===== config.mk =====
export PLATFORM = sky130hd
export DESIGN_NAME = tqvp_vga_capture_flat
export DESIGN_NICKNAME = d
export VERILOG_FILES = /design/src/rtl/tqvp_vga_capture_pkg.sv /design/src/rtl/tqvp_vga_capture_if.sv /design/src/rtl/vcap_sync_meter.sv /design/src/rtl/tqvp_vga_capture.sv /design/src/flat_wrapper.sv
export SDC_FILE = /design/constraint.sdc
export NUM_CORES = 1
export LEC_CHECK = 0
export BUFFER_PORTS_ARGS = -buffer_cell sky130_fd_sc_hd__buf_2
export CORE_ASPECT_RATIO = 0.8
export CORE_MARGIN = 5
export CORE_UTILIZATION = 60
export CTS_CLUSTER_DIAMETER = 50
export DETAILED_ROUTE_END_ITERATION = 10
export PLACE_DENSITY_LB_ADDON = 0.08
export SETUP_SLACK_MARGIN = 0.05
export SLEW_MARGIN = 20
export SYNTH_ARGS = -nofsm -noshare
export SYNTH_HDL_FRONTEND = slang
export SYNTH_SLANG_ARGS = --single-unit

===== constraint.sdc =====
create_clock -name clk -period 6 [get_ports clk]
set_input_delay 1.8 -clock clk [delete_from_list [all_inputs] [get_ports clk]]
set_output_delay 1.8 -clock clk [all_outputs]
set_load 0.1 [all_outputs]

===== src/rtl/tqvp_vga_capture_pkg.sv =====
// Shared definitions for the VGA capture peripheral: register map, field widths,
// FSM state encoding and the no-signal timeout.
package tqvp_vga_capture_pkg;

  localparam int unsigned AddrW = 6;
  localparam int unsigned DataW = 32;

  localparam logic [AddrW-1:0] AddrCtrl   = 6'h00;
  localparam logic [AddrW-1:0] AddrStatus = 6'h04;
  localparam logic [AddrW-1:0] AddrHtime  = 6'h08;
  localparam logic [AddrW-1:0] AddrVtime  = 6'h0C;
  localparam logic [AddrW-1:0] AddrPixcnt = 6'h10;
  localparam logic [AddrW-1:0] AddrProbe  = 6'h14;

  localparam int unsigned HcntW   = 12;
  localparam int unsigned LineW   = 10;
  localparam int unsigned PixW    = 20;
  localparam int unsigned ProbeXW = 11;
  localparam int unsigned RgbW    = 6;
  localparam int unsigned TmoW    = 21;

  // Clocks without a vsync rising edge before the capture is abandoned.
  localparam int unsigned TimeoutMax = (1 << TmoW) - 1;

  typedef enum logic [1:0] {
    StIdle,
    StWaitVsync,
    StMeasure
  } state_e;

endpackage


===== src/rtl/tqvp_vga_capture_if.sv =====
// TinyQV peripheral register bus.
//   master: drives address, data_in, data_write_n, data_read_n
//   slave : drives data_out (combinational readback) and data_ready
interface tqvp_vga_capture_if;
  import tqvp_vga_capture_pkg::*;

  logic [AddrW-1:0] address;
  logic [DataW-1:0] data_in;
  logic [1:0]       data_write_n;
  logic [1:0]       data_read_n;
  logic [DataW-1:0] data_out;
  logic             data_ready;

  modport master (
    output address, data_in, data_write_n, data_read_n,
    input  data_out, data_ready
  );

  modport slave (
    input  address, data_in, data_write_n, data_read_n,
    output data_out, data_ready
  );

endinterface


===== src/rtl/vcap_sync_meter.sv =====
// Edge detector plus saturating period/width counter for one sync signal.
//   clk, rst_n : clock, async active-low reset
//   clr        : zero counter and measurements (edge tracking keeps running)
//   sync       : sync level
//   tick       : count enable (every clock for hsync, hsync rise for vsync)
//   rise, fall : edge flags, asserted in the cycle the new level appears
//   count      : ticks since the last rising edge, including this cycle
//   period     : count at the latest rising edge (current cycle included)
//   width      : count at the latest falling edge (current cycle included)
module vcap_sync_meter #(
  parameter int unsigned Width = 12
) (
  input  logic             clk,
  input  logic             rst_n,
  input  logic             clr,
  input  logic             sync,
  input  logic             tick,
  output logic             rise,
  output logic             fall,
  output logic [Width-1:0] count,
  output logic [Width-1:0] period,
  output logic [Width-1:0] width
);

  localparam logic [Width-1:0] CntMax = '1;

  logic             sync_q;
  logic [Width-1:0] cnt_q, period_q, width_q;

  assign rise = sync & ~sync_q;
  assign fall = ~sync & sync_q;

  always_comb begin
    // A tick coincident with the rising edge is the first one of the new interval.
    if (rise) begin
      count = {{(Width-1){1'b0}}, tick};
    end else if (tick && (cnt_q != CntMax)) begin
      count = cnt_q + 1'b1;
    end else begin
      count = cnt_q;
    end
    period = rise ? cnt_q : period_q;
    width  = fall ? cnt_q : width_q;
  end

  always_ff @(posedge clk or negedge rst_n) begin
    if (!rst_n) begin
      sync_q   <= 1'b0;
      cnt_q    <= '0;
      period_q <= '0;
      width_q  <= '0;
    end else begin
      sync_q <= sync;
      if (clr) begin
        cnt_q    <= '0;
        period_q <= '0;
        width_q  <= '0;
      end else begin
        cnt_q    <= count;
        period_q <= period;
        width_q  <= width;
      end
    end
  end

endmodule


===== src/rtl/tqvp_vga_capture.sv =====
// VGA timing/content capture peripheral for TinyQV.
//   clk, rst_n     : clock, async active-low reset
//   ui_in          : [5:0] RGB222, [6] hsync, [7] vsync (synchronized, active-high)
//   uo_out         : unused, driven 0
//   bus            : register bus (slave side)
//   user_interrupt : irq_en & (done | no_signal)
module tqvp_vga_capture
  import tqvp_vga_capture_pkg::*;
#(
  parameter int unsigned TimeoutLimit = TimeoutMax
) (
  input  logic                     clk,
  input  logic                     rst_n,
  input  logic [7:0]               ui_in,
  output logic [7:0]               uo_out,
  tqvp_vga_capture_if.slave        bus,
  output logic                     user_interrupt
);

  localparam logic [TmoW-1:0] TmoLimit = TmoW'(TimeoutLimit);
  localparam logic [PixW-1:0] PixMax   = '1;

  state_e             state_q, state_d;
  logic               continuous_q, continuous_d, irq_en_q, irq_en_d;
  logic               done_q, done_d, no_signal_q, no_signal_d;
  logic [DataW-1:0]   htime_q, htime_d, vtime_q, vtime_d;
  logic [PixW-1:0]    pixcnt_q, pixcnt_d, pix_q, pix_d;
  logic [ProbeXW-1:0] probe_x_q, probe_x_d;
  logic [LineW-1:0]   probe_y_q, probe_y_d;
  logic [RgbW-1:0]    probe_rgb_q, probe_rgb_d;
  logic               probe_valid_q, probe_valid_d, probe_seen_q, probe_seen_d;
  logic [TmoW-1:0]    tmo_q, tmo_d;

  logic               h_rise, h_fall, v_rise, v_fall;
  logic [HcntW-1:0]   h_count, h_period, h_width, hcnt;
  logic [LineW-1:0]   v_count, v_period, v_width, line;
  logic               wr, start, ctrl_wr, stat_wr, probe_wr, close, timeout, probe_hit;
  logic [RgbW-1:0]    rgb;
  logic               unused_bus;

  assign rgb = ui_in[RgbW-1:0];

  vcap_sync_meter #(.Width(HcntW)) u_hsync (
    .clk    (clk),
    .rst_n  (rst_n),
    .clr    (start),
    .sync   (ui_in[6]),
    .tick   (1'b1),
    .rise   (h_rise),
    .fall   (h_fall),
    .count  (h_count),
    .period (h_period),
    .width  (h_width)
  );

  vcap_sync_meter #(.Width(LineW)) u_vsync (
    .clk    (clk),
    .rst_n  (rst_n),
    .clr    (start),
    .sync   (ui_in[7]),
    .tick   (h_rise),
    .rise   (v_rise),
    .fall   (v_fall),
    .count  (v_count),
    .period (v_period),
    .width  (v_width)
  );

  // Meter counts include the edge cycle, so position indices are one less.
  assign hcnt = h_count - 1'b1;
  assign line = v_count - 1'b1;

  assign wr       = (bus.data_write_n != 2'b11);
  assign ctrl_wr  = wr && (bus.address == AddrCtrl);
  assign stat_wr  = wr && (bus.address == AddrStatus);
  assign probe_wr = wr && (bus.address == AddrProbe);
  assign start    = ctrl_wr && bus.data_in[0];
  assign close    = (state_q == StMeasure) && v_rise && !start;
  assign timeout  = (state_q != StIdle) && !v_rise && !start && (tmo_q == TmoLimit);
  // The closing-edge cycle already belongs to the next frame.
  assign probe_hit = (state_q == StMeasure) && !v_rise && !probe_seen_q &&
                     (line == probe_y_q) && (hcnt == {1'b0, probe_x_q});

  always_comb begin
    state_d = state_q;
    unique case (state_q)
      StIdle:      ;
      StWaitVsync: if (v_rise) state_d = StMeasure;
                   else if (timeout) state_d = StIdle;
      StMeasure:   if (v_rise) state_d = continuous_q ? StMeasure : StIdle;
                   else if (timeout) state_d = StIdle;
      default:     state_d = StIdle;
    endcase
    if (start) state_d = StWaitVsync;
  end

  always_comb begin
    continuous_d  = continuous_q;
    irq_en_d      = irq_en_q;
    done_d        = done_q;
    no_signal_d   = no_signal_q;
    htime_d       = htime_q;
    vtime_d       = vtime_q;
    pixcnt_d      = pixcnt_q;
    pix_d         = pix_q;
    probe_x_d     = probe_x_q;
    probe_y_d     = probe_y_q;
    probe_rgb_d   = probe_rgb_q;
    probe_valid_d = probe_valid_q;
    probe_seen_d  = probe_seen_q;
    tmo_d         = (v_rise || start || (state_q == StIdle)) ? '0 : tmo_q + 1'b1;

    if (ctrl_wr) begin
      continuous_d = bus.data_in[1];
      irq_en_d     = bus.data_in[2];
    end
    if (probe_wr) begin
      probe_x_d = bus.data_in[10:0];
      probe_y_d = bus.data_in[25:16];
    end
    // Set events are applied after clears so a coincident set wins.
    if (stat_wr && bus.data_in[1]) done_d = 1'b0;
    if (stat_wr && bus.data_in[2]) no_signal_d = 1'b0;
    if (timeout) no_signal_d = 1'b1;

    if ((state_q == StMeasure) && (rgb != '0) && (pix_q != PixMax)) pix_d = pix_q + 1'b1;
    if (probe_hit) begin
      probe_rgb_d   = rgb;
      probe_valid_d = 1'b1;
      probe_seen_d  = 1'b1;
    end

    if (close) begin
      htime_d      = {4'b0, h_width, 4'b0, h_period};
      vtime_d      = {6'b0, v_width, 6'b0, v_period};
      pixcnt_d     = pix_q;
      pix_d        = '0;
      probe_seen_d = 1'b0;
      done_d       = 1'b1;
    end

    if (start) begin
      done_d        = 1'b0;
      no_signal_d   = 1'b0;
      probe_valid_d = 1'b0;
      probe_seen_d  = 1'b0;
      pix_d         = '0;
    end
  end

  always_ff @(posedge clk or negedge rst_n) begin
    if (!rst_n) begin
      state_q       <= StIdle;
      continuous_q  <= 1'b0;
      irq_en_q      <= 1'b0;
      done_q        <= 1'b0;
      no_signal_q   <= 1'b0;
      htime_q       <= '0;
      vtime_q       <= '0;
      pixcnt_q      <= '0;
      pix_q         <= '0;
      probe_x_q     <= '0;
      probe_y_q     <= '0;
      probe_rgb_q   <= '0;
      probe_valid_q <= 1'b0;
      probe_seen_q  <= 1'b0;
      tmo_q         <= '0;
    end else begin
      state_q       <= state_d;
      continuous_q  <= continuous_d;
      irq_en_q      <= irq_en_d;
      done_q        <= done_d;
      no_signal_q   <= no_signal_d;
      htime_q       <= htime_d;
      vtime_q       <= vtime_d;
      pixcnt_q      <= pixcnt_d;
      pix_q         <= pix_d;
      probe_x_q     <= probe_x_d;
      probe_y_q     <= probe_y_d;
      probe_rgb_q   <= probe_rgb_d;
      probe_valid_q <= probe_valid_d;
      probe_seen_q  <= probe_seen_d;
      tmo_q         <= tmo_d;
    end
  end

  always_comb begin
    bus.data_out = '0;
    case (bus.address)
      AddrCtrl:   bus.data_out = {29'b0, irq_en_q, continuous_q, 1'b0};
      AddrStatus: bus.data_out = {29'b0, no_signal_q, done_q, (state_q != StIdle)};
      AddrHtime:  bus.data_out = htime_q;
      AddrVtime:  bus.data_out = vtime_q;
      AddrPixcnt: bus.data_out = {12'b0, pixcnt_q};
      AddrProbe:  bus.data_out = {probe_valid_q, 25'b0, probe_rgb_q};
      default:    bus.data_out = '0;
    endcase
  end

  assign bus.data_ready  = 1'b1;
  assign uo_out          = 8'h00;
  assign user_interrupt  = irq_en_q & (done_q | no_signal_q);
  assign unused_bus      = ^{bus.data_read_n, bus.data_in};

endmodule


===== src/flat_wrapper.sv =====
// flat-port wrapper written by rule: the top's interface ports become plain ports
module tqvp_vga_capture_flat import tqvp_vga_capture_pkg::*;
#(
  parameter int unsigned TimeoutLimit = TimeoutMax
)
  (clk, rst_n, ui_in, uo_out, user_interrupt, bus_address, bus_data_in, bus_data_write_n, bus_data_read_n, bus_data_out, bus_data_ready);
  tqvp_vga_capture_if bus_i ();
  input  logic clk;
  input  logic rst_n;
  input  logic [7:0] ui_in;
  output logic [7:0] uo_out;
  output logic user_interrupt;
  input wire logic [$bits(bus_i.address)-1:0] bus_address;
  input wire logic [$bits(bus_i.data_in)-1:0] bus_data_in;
  input wire logic [$bits(bus_i.data_write_n)-1:0] bus_data_write_n;
  input wire logic [$bits(bus_i.data_read_n)-1:0] bus_data_read_n;
  output wire logic [$bits(bus_i.data_out)-1:0] bus_data_out;
  output wire logic [$bits(bus_i.data_ready)-1:0] bus_data_ready;
  assign bus_i.address = bus_address;
  assign bus_i.data_in = bus_data_in;
  assign bus_i.data_write_n = bus_data_write_n;
  assign bus_i.data_read_n = bus_data_read_n;
  assign bus_data_out = bus_i.data_out;
  assign bus_data_ready = bus_i.data_ready;
  tqvp_vga_capture #(.TimeoutLimit(TimeoutLimit)) u_core (.clk(clk), .rst_n(rst_n), .ui_in(ui_in), .uo_out(uo_out), .bus(bus_i), .user_interrupt(user_interrupt));
endmodule

==> results.md <==
CTS:
- For this design, the sink count on the clock tree is 198.
- The clock tree synthesis step divided the H-tree into 4 levels.
- TritonCTS built the clock tree.
- The clock root buffer is clkbuf_16.
- The number of hold-repair buffers added at the cts stage is 0.
- Clock tree synthesis inserted a total of 17 buffers.
- In this run the post-CTS setup repair buffer count came out at 0.
- The maximum buffer depth of the clock tree is 2.
- The later-pin clock latency in the skew report is 0.44 ns.
- After clock tree synthesis, the repair step resized 0 gates.
- The clock transition at the register clock pins on the worst setup and hold paths after CTS is around 0.070 ns.

STA:
- The count of endpoints failing setup in the final report is 0.
- Derived from the worst setup path, the maximum achievable clock frequency is 192.2 MHz.
- In this run the tightest slew margin relative to its limit is 37.04%.
- The final count of hold timing violations is 0.
- For the pin with the worst max-slew slack, the measured transition is 0.9444 ns.
- The final critical path takes up 86.73% of the cycle.
- Setup repair after global routing left no endpoint under its margin.
- The shortest clock period the worst path allows after layout is 5.204 ns.
- The final setup TNS is 0 ns.
- The final number of max-transition violations is 0.
- The clock arrives with 0.01508 ns of skew.

Floorplan:
- The chip height is 127.4 µm.
- In this run the count of I/O pins placed on the die edge is 94.
- The cell row count is between 40 and 50.
- The starting density of the core is 61.84%.
- The total area inside the core boundary comes to 16710 µm².
- The die covers between 15000 and 20000 µm².
- The chip width is 156.7 µm.

Hold path:
- The worst hold path begins at u_core.tmo_q[0].
- In this run the worst hold path is classified as flop to flop.
- The end point of the most critical hold path is u_core.tmo_q[0].
- Counting instances, the worst hold path has a depth of 1.

Critical path:
- Data arrives at the worst endpoint at 3.40 ns.
- For the worst flop-to-flop path, the logic depth is 13.
- The critical register-to-register path endpoint is u_core.probe_rgb_q[4].
- The endpoint required time on the critical path is 4.20 ns.
- The reg2reg setup slack is 1.14 ns.
- The startpoint of the lowest-slack register-to-register path is u_core.u_hsync.cnt_q[0].
- STA classifies the critical path startpoint as an input port.
- The largest fanout on the critical path is 12.
- The worst setup path is of the input port to output port kind.
- STA classifies the critical path endpoint as an output port.

Place:
- In this run the cell area measured after placement is 11060 µm².
- During placement, the flow inserted port buffers numbering 68.
- At the end of routability-driven placement, the weighted congestion stood at 0.8772.
- The final HPWL from detailed placement is 16.51 mm.

Route:
- The count of nets left with antenna violations after detail routing is 0.
- The mean routed wirelength per cell is 18.76 µm.
- The pre-antenna-repair detailed-routing pass consisted of 5 iterations.
- The detailed router finished its first iteration with between 700 and 800 violations.
- The via count of the routed design is 7765.
- The routed via count divided by cell count is 6.019.
- After detailed routing, the number of remaining DRC violations is 0.
- The wire length reported by the detailed router is 24.20 mm.

Yosys:
- The most used flip-flop cell after synthesis is dfrtp_1.
- During synthesis, Yosys emitted a total of 0 warnings.
- In this run the biggest area consumer among cell types represents 47.95% of the synthesized area.
- The synthesis-stage register bit count is 198.
- Of the synthesized area, sequential elements account for 47.95%.
- Synthesis instantiated 82 different standard cells from the library.
- The number of flops mapped to enable cells by yosys is 0.
- The synthesized area divided by synthesized cell count is 10.06 µm².
- The fraction of synthesis flops using an asynchronous set or reset pin is 100.0%.
- The mapped netlist covers 10330 µm².
- Ranked by total cell area, the synthesized netlist is headed by dfrtp_1, mux2_2, nor2_1.
- The gate count of the mapped netlist is 1027.
- The dominant cell type by area after synthesis is dfrtp_1.

Job:
- The count of maximum capacitance violations is 0.

Global routing:
- Entering global routing, the biggest net connects 122 pins.
- The initial antenna violation count came to 0.
- The total congestion overflow is 0.
- For this run, the total global-route usage over all layers was measured as 25.15%.
- The first global-routing pass estimated 39.99 mm of wire.
- The via count of the first global-routing pass was 7508.

Layout:
- The net total in the final layout is roughly 1.1k.
- The number of antenna diodes in the final layout is 0.
- Compared with the post-synthesis result, the final layout area differs by 13.27%.
- Summing all non-filler instances in the final layout gives an area of 11710 µm².
- Cells fill 70.04% of the core in the end.
- The fraction of layout cells with a size suffix above 1 is 19.91%.

Power and ir drop:
- The maximum vdd ir drop is 190.2 µV.
- Dividing total power by cell area gives a power density of slightly below 300 nW/µm².
- The cell leakage power is 5.457 nW.

Outcome:
- The run finished with clean final reports.
[metrics by stage]
| step | instances | setup WS [ns] | hold WS (ns) | power (mW) |
|---|---|---|---|---|
| 5_1_grt | 1290 | 0.6198 | 0.5342 | 3.509 |
| 4_1_cts | 1290 | 0.8011 | 0.4942 | 3.390 |
| 6_report | 1290 | 0.7963 | 0.4888 | 3.380 |
| 2_1_floorplan | 1037 | 0.0007869 | 0.4549 | 1.951 |
| 3_3_place_gp | 1258 | 0.7202 | 0.4782 | 2.096 |
| 3_5_place_dp | 1258 | 0.6355 | 0.4842 | 2.115 |
[per-layer routing]
metal	vias to the layer above	routed length, µm	track usage, %
li1	3683	-	-
met1	3772	11570	38.88
met2	274	10740	36.78
met3	36	1493	4.361
met4	0	403	6.735
met5	-	0	0
[area by class of cell]
type	instances	area, µm²
Clock inverter	10	191.4
Multi-Input combinational cell	743	5010
Timing Repair Buffer	85	774.5
Tap cell	220	275.3
Fill cell	1261	5006
Inverter	12	45.04
Sequential cell	198	4955
Clock buffer	22	454.2
[flip-flops by register name, summed over array words and instances (netlist names), 11 cells and up]
| register | count |
|---|---|
| u_core.probe_x_q | 11 |
| u_core.vtime_q | 20 |
| u_core.htime_q | 24 |
| u_core.tmo_q | 21 |
| u_core.pix_q | 20 |
| u_core.pixcnt_q | 20 |
| u_core.u_hsync.cnt_q | 12 |
| u_core.u_hsync.period_q | 12 |
| u_core.u_hsync.width_q | 12 |
[synthesized netlist by cell type (8+ instances only)]
master	number
o21ai_0	21
nand2_1	53
xor2_1	31
nand4_1	17
a21oi_1	70
ha_1	9
buf_1	9
and2_1	11
mux2_2	55
buf_4	21
clkbuf_1	44
xnor2_1	23
nand3_1	30
and4_1	8
dfrtp_1	198
nor3_1	20
nor2_1	161
mux2i_1	49
a221oi_1	9
or3_1	9
inv_1	11
and3_1	19
[how the worst max path moves through the flow]
stage | to | start | cells after the start
after global placement | u_core.probe_rgb_q[3] | ui_in[6] | 13
after floorplan | bus_data_out[3] | bus_address[1] | 4
final | bus_data_out[16] | bus_address[1] | 7
after global routing | bus_data_out[20] | bus_address[1] | 6
after detailed placement | u_core.probe_rgb_q[5] | ui_in[6] | 13
after CTS | bus_data_out[16] | bus_address[1] | 7
[power by group]
part / switching, mW / internal [mW]
logic: 0.361 / 0.231
clock network: 0.522 / 0.758
registers: 0.0894 / 1.42
[worst max-delay path, cell delays in order]
cell and delay, ns:
buf_2 0.10, nor3_1 0.23, and3b_1 0.53, buf_4 0.25, a221oi_1 0.09, a21oi_2 0.19
buf_12 0.20
[cells by family after synthesis]
| group | share of synthesized area (%) |
|---|---|
| simple gates | 18.04 |
| other cells | 0.07268 |
| mux | 11.61 |
| buf+inv | 4.492 |
| compound gates | 11.95 |
| fa+ha+maj | 1.090 |
| xor+xnor | 4.795 |
| flops | 47.95 |
[placed cells by master, fill, tap and decap left out, types with 5 or more instances in the layout]
cell type / synthesis / layout
bufinv_16: 0 / 5
nand3_1: 30 / 30
a221oi_1: 9 / 9
ha_1: 9 / 9
a31oi_1: 7 / 7
nand4_1: 17 / 17
a21oi_2: 1 / 10
mux2_4: 6 / 6
a21o_1: 5 / 5
xnor2_1: 23 / 23
a21oi_1: 70 / 61
mux2i_1: 49 / 49
a22oi_1: 6 / 6
nor2_1: 161 / 158
nor3_1: 20 / 20
conb_1: 2 / 12
o31ai_1: 5 / 5
xor2_1: 31 / 31
buf_2: 7 / 48
o21ai_0: 21 / 21
o211ai_1: 7 / 7
or3_1: 9 / 9
buf_12: 0 / 20
nor4_1: 6 / 6
and4_1: 8 / 8
o21a_1: 7 / 7
nand2b_1: 7 / 7
inv_1: 11 / 11
and2_1: 11 / 10
mux2_2: 55 / 55
dfrtp_1: 198 / 198
and3_1: 19 / 19
clkbuf_16: 0 / 17
nand2_1: 53 / 53
buf_4: 21 / 16
Note: power is estimated with default switching activity, not from simulation.
